`src/rtl/alu_share_arbiter.sv`:
```
// Shares one combinational ALU between two requesters: grant, execute, return result.
// Build option: define ARB_FIXED_PRIO_EN for fixed priority (requester 0 wins ties).
//
// state  | meaning
// IDLE   | waiting for a request; grant and latch operands combinationally
// EXEC   | ALU driven from latched operands; result captured on the edge
// RESP   | result presented to the granted requester until consumed
module alu_share_arbiter #(
  parameter int DATA_W = 32
) (
  input  logic                clk,
  input  logic                rst,
  input  logic [1:0]          req_valid,
  output logic [1:0]          req_ready,
  input  logic [2*DATA_W-1:0] req_op1,
  input  logic [2*DATA_W-1:0] req_op2,
  input  logic [5:0]          req_funct3,
  input  logic [13:0]         req_funct7,
  input  logic [9:0]          req_shamt,
  input  logic [5:0]          req_type,
  output logic [1:0]          resp_valid,
  input  logic [1:0]          resp_ready,
  output logic [DATA_W-1:0]   resp_result,
  output logic [DATA_W-1:0]   alu_op1,
  output logic [DATA_W-1:0]   alu_op2,
  output logic [2:0]          alu_funct3,
  output logic [6:0]          alu_funct7,
  output logic [4:0]          alu_shamt,
  output logic [2:0]          alu_insn_type,
  input  logic [DATA_W-1:0]   alu_result,
  output logic                busy,
  output logic                grant_id
);

  typedef enum logic [1:0] {
    S_IDLE = 2'b00,
    S_EXEC = 2'b01,
    S_RESP = 2'b10
  } state_t;

  state_t state;
  logic   winner;
  logic   grant;

`ifdef ARB_FIXED_PRIO_EN
  assign winner = ~req_valid[0];
`else
  logic rr;
  // On a tie the preferred requester wins; otherwise the lone valid one does.
  assign winner = (&req_valid) ? rr : req_valid[1];
`endif

  assign grant     = (state == S_IDLE) && (|req_valid);
  assign req_ready = grant ? (winner ? 2'b10 : 2'b01) : 2'b00;
  assign busy      = (state != S_IDLE);

  always_ff @(posedge clk or posedge rst) begin
    if (rst) begin
      state         <= S_IDLE;
`ifndef ARB_FIXED_PRIO_EN
      rr            <= 1'b0;
`endif
      grant_id      <= 1'b0;
      resp_valid    <= 2'b00;
      resp_result   <= '0;
      alu_op1       <= '0;
      alu_op2       <= '0;
      alu_funct3    <= 3'b000;
      alu_funct7    <= 7'b0000000;
      alu_shamt     <= 5'b00000;
      alu_insn_type <= 3'b100;
    end else begin
      case (state)
        S_IDLE: begin
          if (grant) begin
            alu_op1       <= winner ? req_op1[DATA_W +: DATA_W] : req_op1[0 +: DATA_W];
            alu_op2       <= winner ? req_op2[DATA_W +: DATA_W] : req_op2[0 +: DATA_W];
            alu_funct3    <= winner ? req_funct3[5:3]  : req_funct3[2:0];
            alu_funct7    <= winner ? req_funct7[13:7] : req_funct7[6:0];
            alu_shamt     <= winner ? req_shamt[9:5]   : req_shamt[4:0];
            alu_insn_type <= winner ? req_type[5:3]    : req_type[2:0];
            grant_id      <= winner;
`ifndef ARB_FIXED_PRIO_EN
            rr            <= ~winner;
`endif
            state         <= S_EXEC;
          end
        end
        S_EXEC: begin
          resp_result <= alu_result;
          resp_valid  <= grant_id ? 2'b10 : 2'b01;
          state       <= S_RESP;
        end
        S_RESP: begin
          if (resp_ready[grant_id]) begin
            resp_valid <= 2'b00;
            state      <= S_IDLE;
          end
        end
        default: begin
          resp_valid <= 2'b00;
          state      <= S_IDLE;
        end
      endcase
    end
  end

endmodule

```
`config.mk`:
```
export PLATFORM = sky130hd
export DESIGN_NAME = alu_share_arbiter
export DESIGN_NICKNAME = d
export VERILOG_FILES = /design/src/rtl/alu_share_arbiter.sv
export SDC_FILE = /design/constraint.sdc
export NUM_CORES = 1
export LEC_CHECK = 0
export CAP_MARGIN = 10
export CORE_AREA = 2 2 125 127
export DETAILED_ROUTE_END_ITERATION = 10
export DIE_AREA = 0 0 127 129
export MAX_ROUTING_LAYER = met4
export PLACE_DENSITY = 0.76
export SLEW_MARGIN = 5
export SYNTH_ARGS = -nofsm -noshare
export SYNTH_HDL_FRONTEND = slang
export SYNTH_SLANG_ARGS = --single-unit
```
`constraint.sdc`:
```
create_clock -name clk -period 5.42 [get_ports clk]
set_input_delay 1.084 -clock clk [delete_from_list [all_inputs] [get_ports clk]]
set_output_delay 1.084 -clock clk [all_outputs]
set_load 0.005 [all_outputs]
```
==> flow_summary_export.csv <==
group,metric,value,unit
run_status,run_status,"finished clean",
worst_setup_path,rrSetupSlack,2.42,ns
clock_tree,cts_tree,"built",
worst_setup_path,cp_num_cells,4,
worst_setup_path,cpPeakStageDelay,0.67,ns
clock_tree,clk_pin_slew,0.05,ns
synth,yosysMostFrequentCell,"dfrtp_1",
detailed_routing,routed_wirelength,18400,um
synth,synth.top_cells.by_count,"dfrtp_1, a21boi_0, a221o_1",
clock_tree,htree_levels,4,
synth,syn-num-nets,631,
synth,yosysTopAreaCell,"dfrtp_1",
worst_setup_path,critPathKind,"primary input to primary output",
clock_tree,clkSinkCount,120,
worst_setup_path,reg2reg_depth,6,
worst_setup_path,crit_fanout,62,
detailed_routing,ant_nets,0,
clock_tree,ctsHoldBuffers,0,
sta,worstMarginPinSlew,0.792,ns
flow_run,maxCapViolCount,0,
clock_tree,cts_setup_buffers,0,
cells_and_area,nFillCells,1198,
synth,synth.distinct_cells,28,
sta,min_period,4.35,ns
synth,synthArstFlopShare,100,%
sta,hold_viol,0,
placed_design,gp_congestion,0.911,
die,start_util,35.4,%
synth,yosys-top-cells-area,"dfrtp_1, a221o_1, a21boi_0",
clock_tree,cts_made_buffers,17,
synth,yosys.area_share.simple,3.61,%
detailed_routing,vias,4968,
die,io_pins,322,
die,rows,45,
pwr,leakage,3.64,nW
synth,yosysWarnings,0,
pwr,irDropWorstVdd,0.228,mV
grt,antenna_found_initial,0,
worst_setup_path,path_buf_inv,2,
grt,grt_pass1_vias,5088,
worst_setup_path,worstPathRequired,4.34,ns
synth,synth-seq-cells,120,
synth,synth_fa_ha_area_share,0,%
sta,finalMaxSlewViolations,0,
detailed_routing,wl_per_cell,19.9,um
die,die_h,129,um
detailed_routing,drcViolationCount,0,
worst_setup_path,crit_chain,"clkdlybuf4s50_1 > nand2_1 > and3_4 > clkdlybuf4s50_1",
pwr,power.total,4.90,mW
grt,grt_max_degree,63,
clock_tree,clock_tree.root_cell,"clkbuf_16",
worst_setup_path,critPathSlowestCell,"clkdlybuf4s50_1",
synth,ys_seq_area_share,56.7,%
synth,synth.top_cell.area_share,56.2,%
detailed_routing,drt_pass1_iterations,5,
die,core_area,0.0150,mm2
clock_tree,cts.repair.resized,0,
sta,setup-violations-final,0,
worst_setup_path,endpoint_kind,"primary output",
die,fp.dieArea,0.0164,mm2
worst_setup_path,cp_top_family,"buffers and inverters",
placed_design,io_buffers,321,
synth,syn_area,0.00530,mm2
worst_setup_path,endpoint,"req_ready[0]",
worst_setup_path,crit_path_frequent_cell,"clkdlybuf4s50_1",
worst_setup_path,r2r-end,"alu_op1[6]",
die,dieWidth,127,um
pwr,p_per_area,540,mW/mm2
min_path,hold_depth,1,
sta,rsz0062_at_grt,"no",
grt,grt_use_total,22.9,%
synth,synthMuxAreaShare,7.17,%
grt,grt_overflow,0,
sta,setup_tns,0,ns
detailed_routing,via_per_inst,5.35,
synth,synth-xor-area-share,0,%
placed_design,place_hpwl,13100,um
cells_and_area,fin_nets,932,
worst_setup_path,startpoint_type,"primary input",
synth,synth_edf_count,0,
synth,syn_inst,429,
synth,synth_compound_area_share,27.5,%
synth,synth_top_family_by_area,"compound AO/OA/AOI/OAI gates",
clock_tree,ctsLongestPathBuffers,2,
sta,fin_crit_sh,80.2,%
sta,max_freq,230,MHz
sta,hold_slack,0.503,ns
worst_setup_path,rr_startpoint,"state[0]",
sta,relSlewSlack,47.2,%
clock_tree,clk_latency,0.41,ns
sta,skew,0.00686,ns
cells_and_area,drive_gt1_share,9.46,%
detailed_routing,drt_iter0_drc,237,
worst_setup_path,crit_arrival,3.26,ns
synth,ys.flop_type,"dfrtp_1",
cells_and_area,areaGrowthSynthToFinish,71.0,%
grt,grt_pass1_wl,27700,um
cells_and_area,antenna_cells,0,
worst_setup_path,crit_start,"req_valid[1]",
synth,post_synth.cell_area_avg,12.4,um2
min_path,hold_class,"register to register",
[cell type report]
| cell class | count | area (um2) | area share (%) |
|---|---|---|---|
| clock buffers | 24 | 462 | 5.09 |
| clock inverters | 5 | 50.0 | 0.552 |
| inverters | 5 | 21.3 | 0.235 |
| multi-input cells | 258 | 2030 | 22.4 |
| flip-flops and latches | 120 | 3000 | 33.1 |
| well taps | 188 | 235 | 2.59 |
| repair buffers | 328 | 3270 | 36.0 |
[where the power goes]
part / internal, mW / total, mW / switching (mW)
clock: 0.630 / 1.01 / 0.378
sequential: 1.35 / 1.61 / 0.260
combinational: 1.40 / 2.28 / 0.881
total: 3.38 / 4.90 / 1.52
[cell families after synthesis]
kind of cell	after synthesis
AO/OA/AOI/OAI	192
flip-flops	120
AND/OR/NAND/NOR	32
multiplexers	34
buffers and inverters	51
[placed cells by master (no fill, tap or decap), types with 4 or more instances in the layout]
cell type | Yosys | layout
nand3_1 | 22 | 22
clkbuf_1 | 24 | 6
o21ai_0 | 22 | 22
inv_1 | 5 | 4
clkbuf_16 | 0 | 17
buf_4 | 2 | 7
a31oi_1 | 22 | 22
clkinv_2 | 0 | 4
mux2_2 | 32 | 32
a221o_1 | 60 | 60
a21boi_0 | 60 | 60
clkdlybuf4s50_1 | 0 | 321
dfrtp_1 | 119 | 119
a21oi_1 | 22 | 22
[metrics by stage]
stage | cells | worst slack [ns] | utilization (%) | area (um2)
6_report | 928 | 1.07 | 60.6 | 9070
5_1_grt | 928 | 0.986 | 60.6 | 9070
4_1_cts | 928 | 1.05 | 60.6 | 9070
3_5_place_dp | 899 | 1.06 | 57.1 | 8560
3_3_place_gp | 899 | 1.09 | 57.1 | 8560
2_1_floorplan | 429 | 1.15 | - | 5300
[worst reg2reg max path, stage by stage (launching register included)]
cell and delay (ns):
dfrtp_1 0.46, nor2_4 0.56, buf_4 0.59, inv_1 0.20, nor3_4 0.20, buf_4 0.57
a221o_1 0.34
[registers in the layout, summed over array words and instances (netlist names)]
signal and count:
resp_valid 2, rr 1, grant_id 1, alu_funct7 7, state 2, alu_funct3 3
alu_shamt 5, alu_insn_type 3, alu_op1 32, resp_result 32, alu_op2 32
[per-layer routing]
metal / part of all wire (%) / GRT usage (%)
met5: 0 / -
met4: 3.1 / 10.2
met3: 7.0 / 5.90
met2: 51 / 37.7
met1: 39 / 26.4
[how the worst min path moves through the flow]
stage                                  to  slack (ns)       startpoint
after detailed placement  resp_result[24]        0.49  resp_result[24]
after CTS                 resp_result[24]        0.51  resp_result[24]
after floorplan                        rr        0.48               rr
final                      resp_result[2]        0.50   resp_result[2]
after global routing       resp_result[1]        0.52   resp_result[1]
after global placement    resp_result[25]        0.49  resp_result[25]
Note: power is estimated with default switching activity, not from simulation.
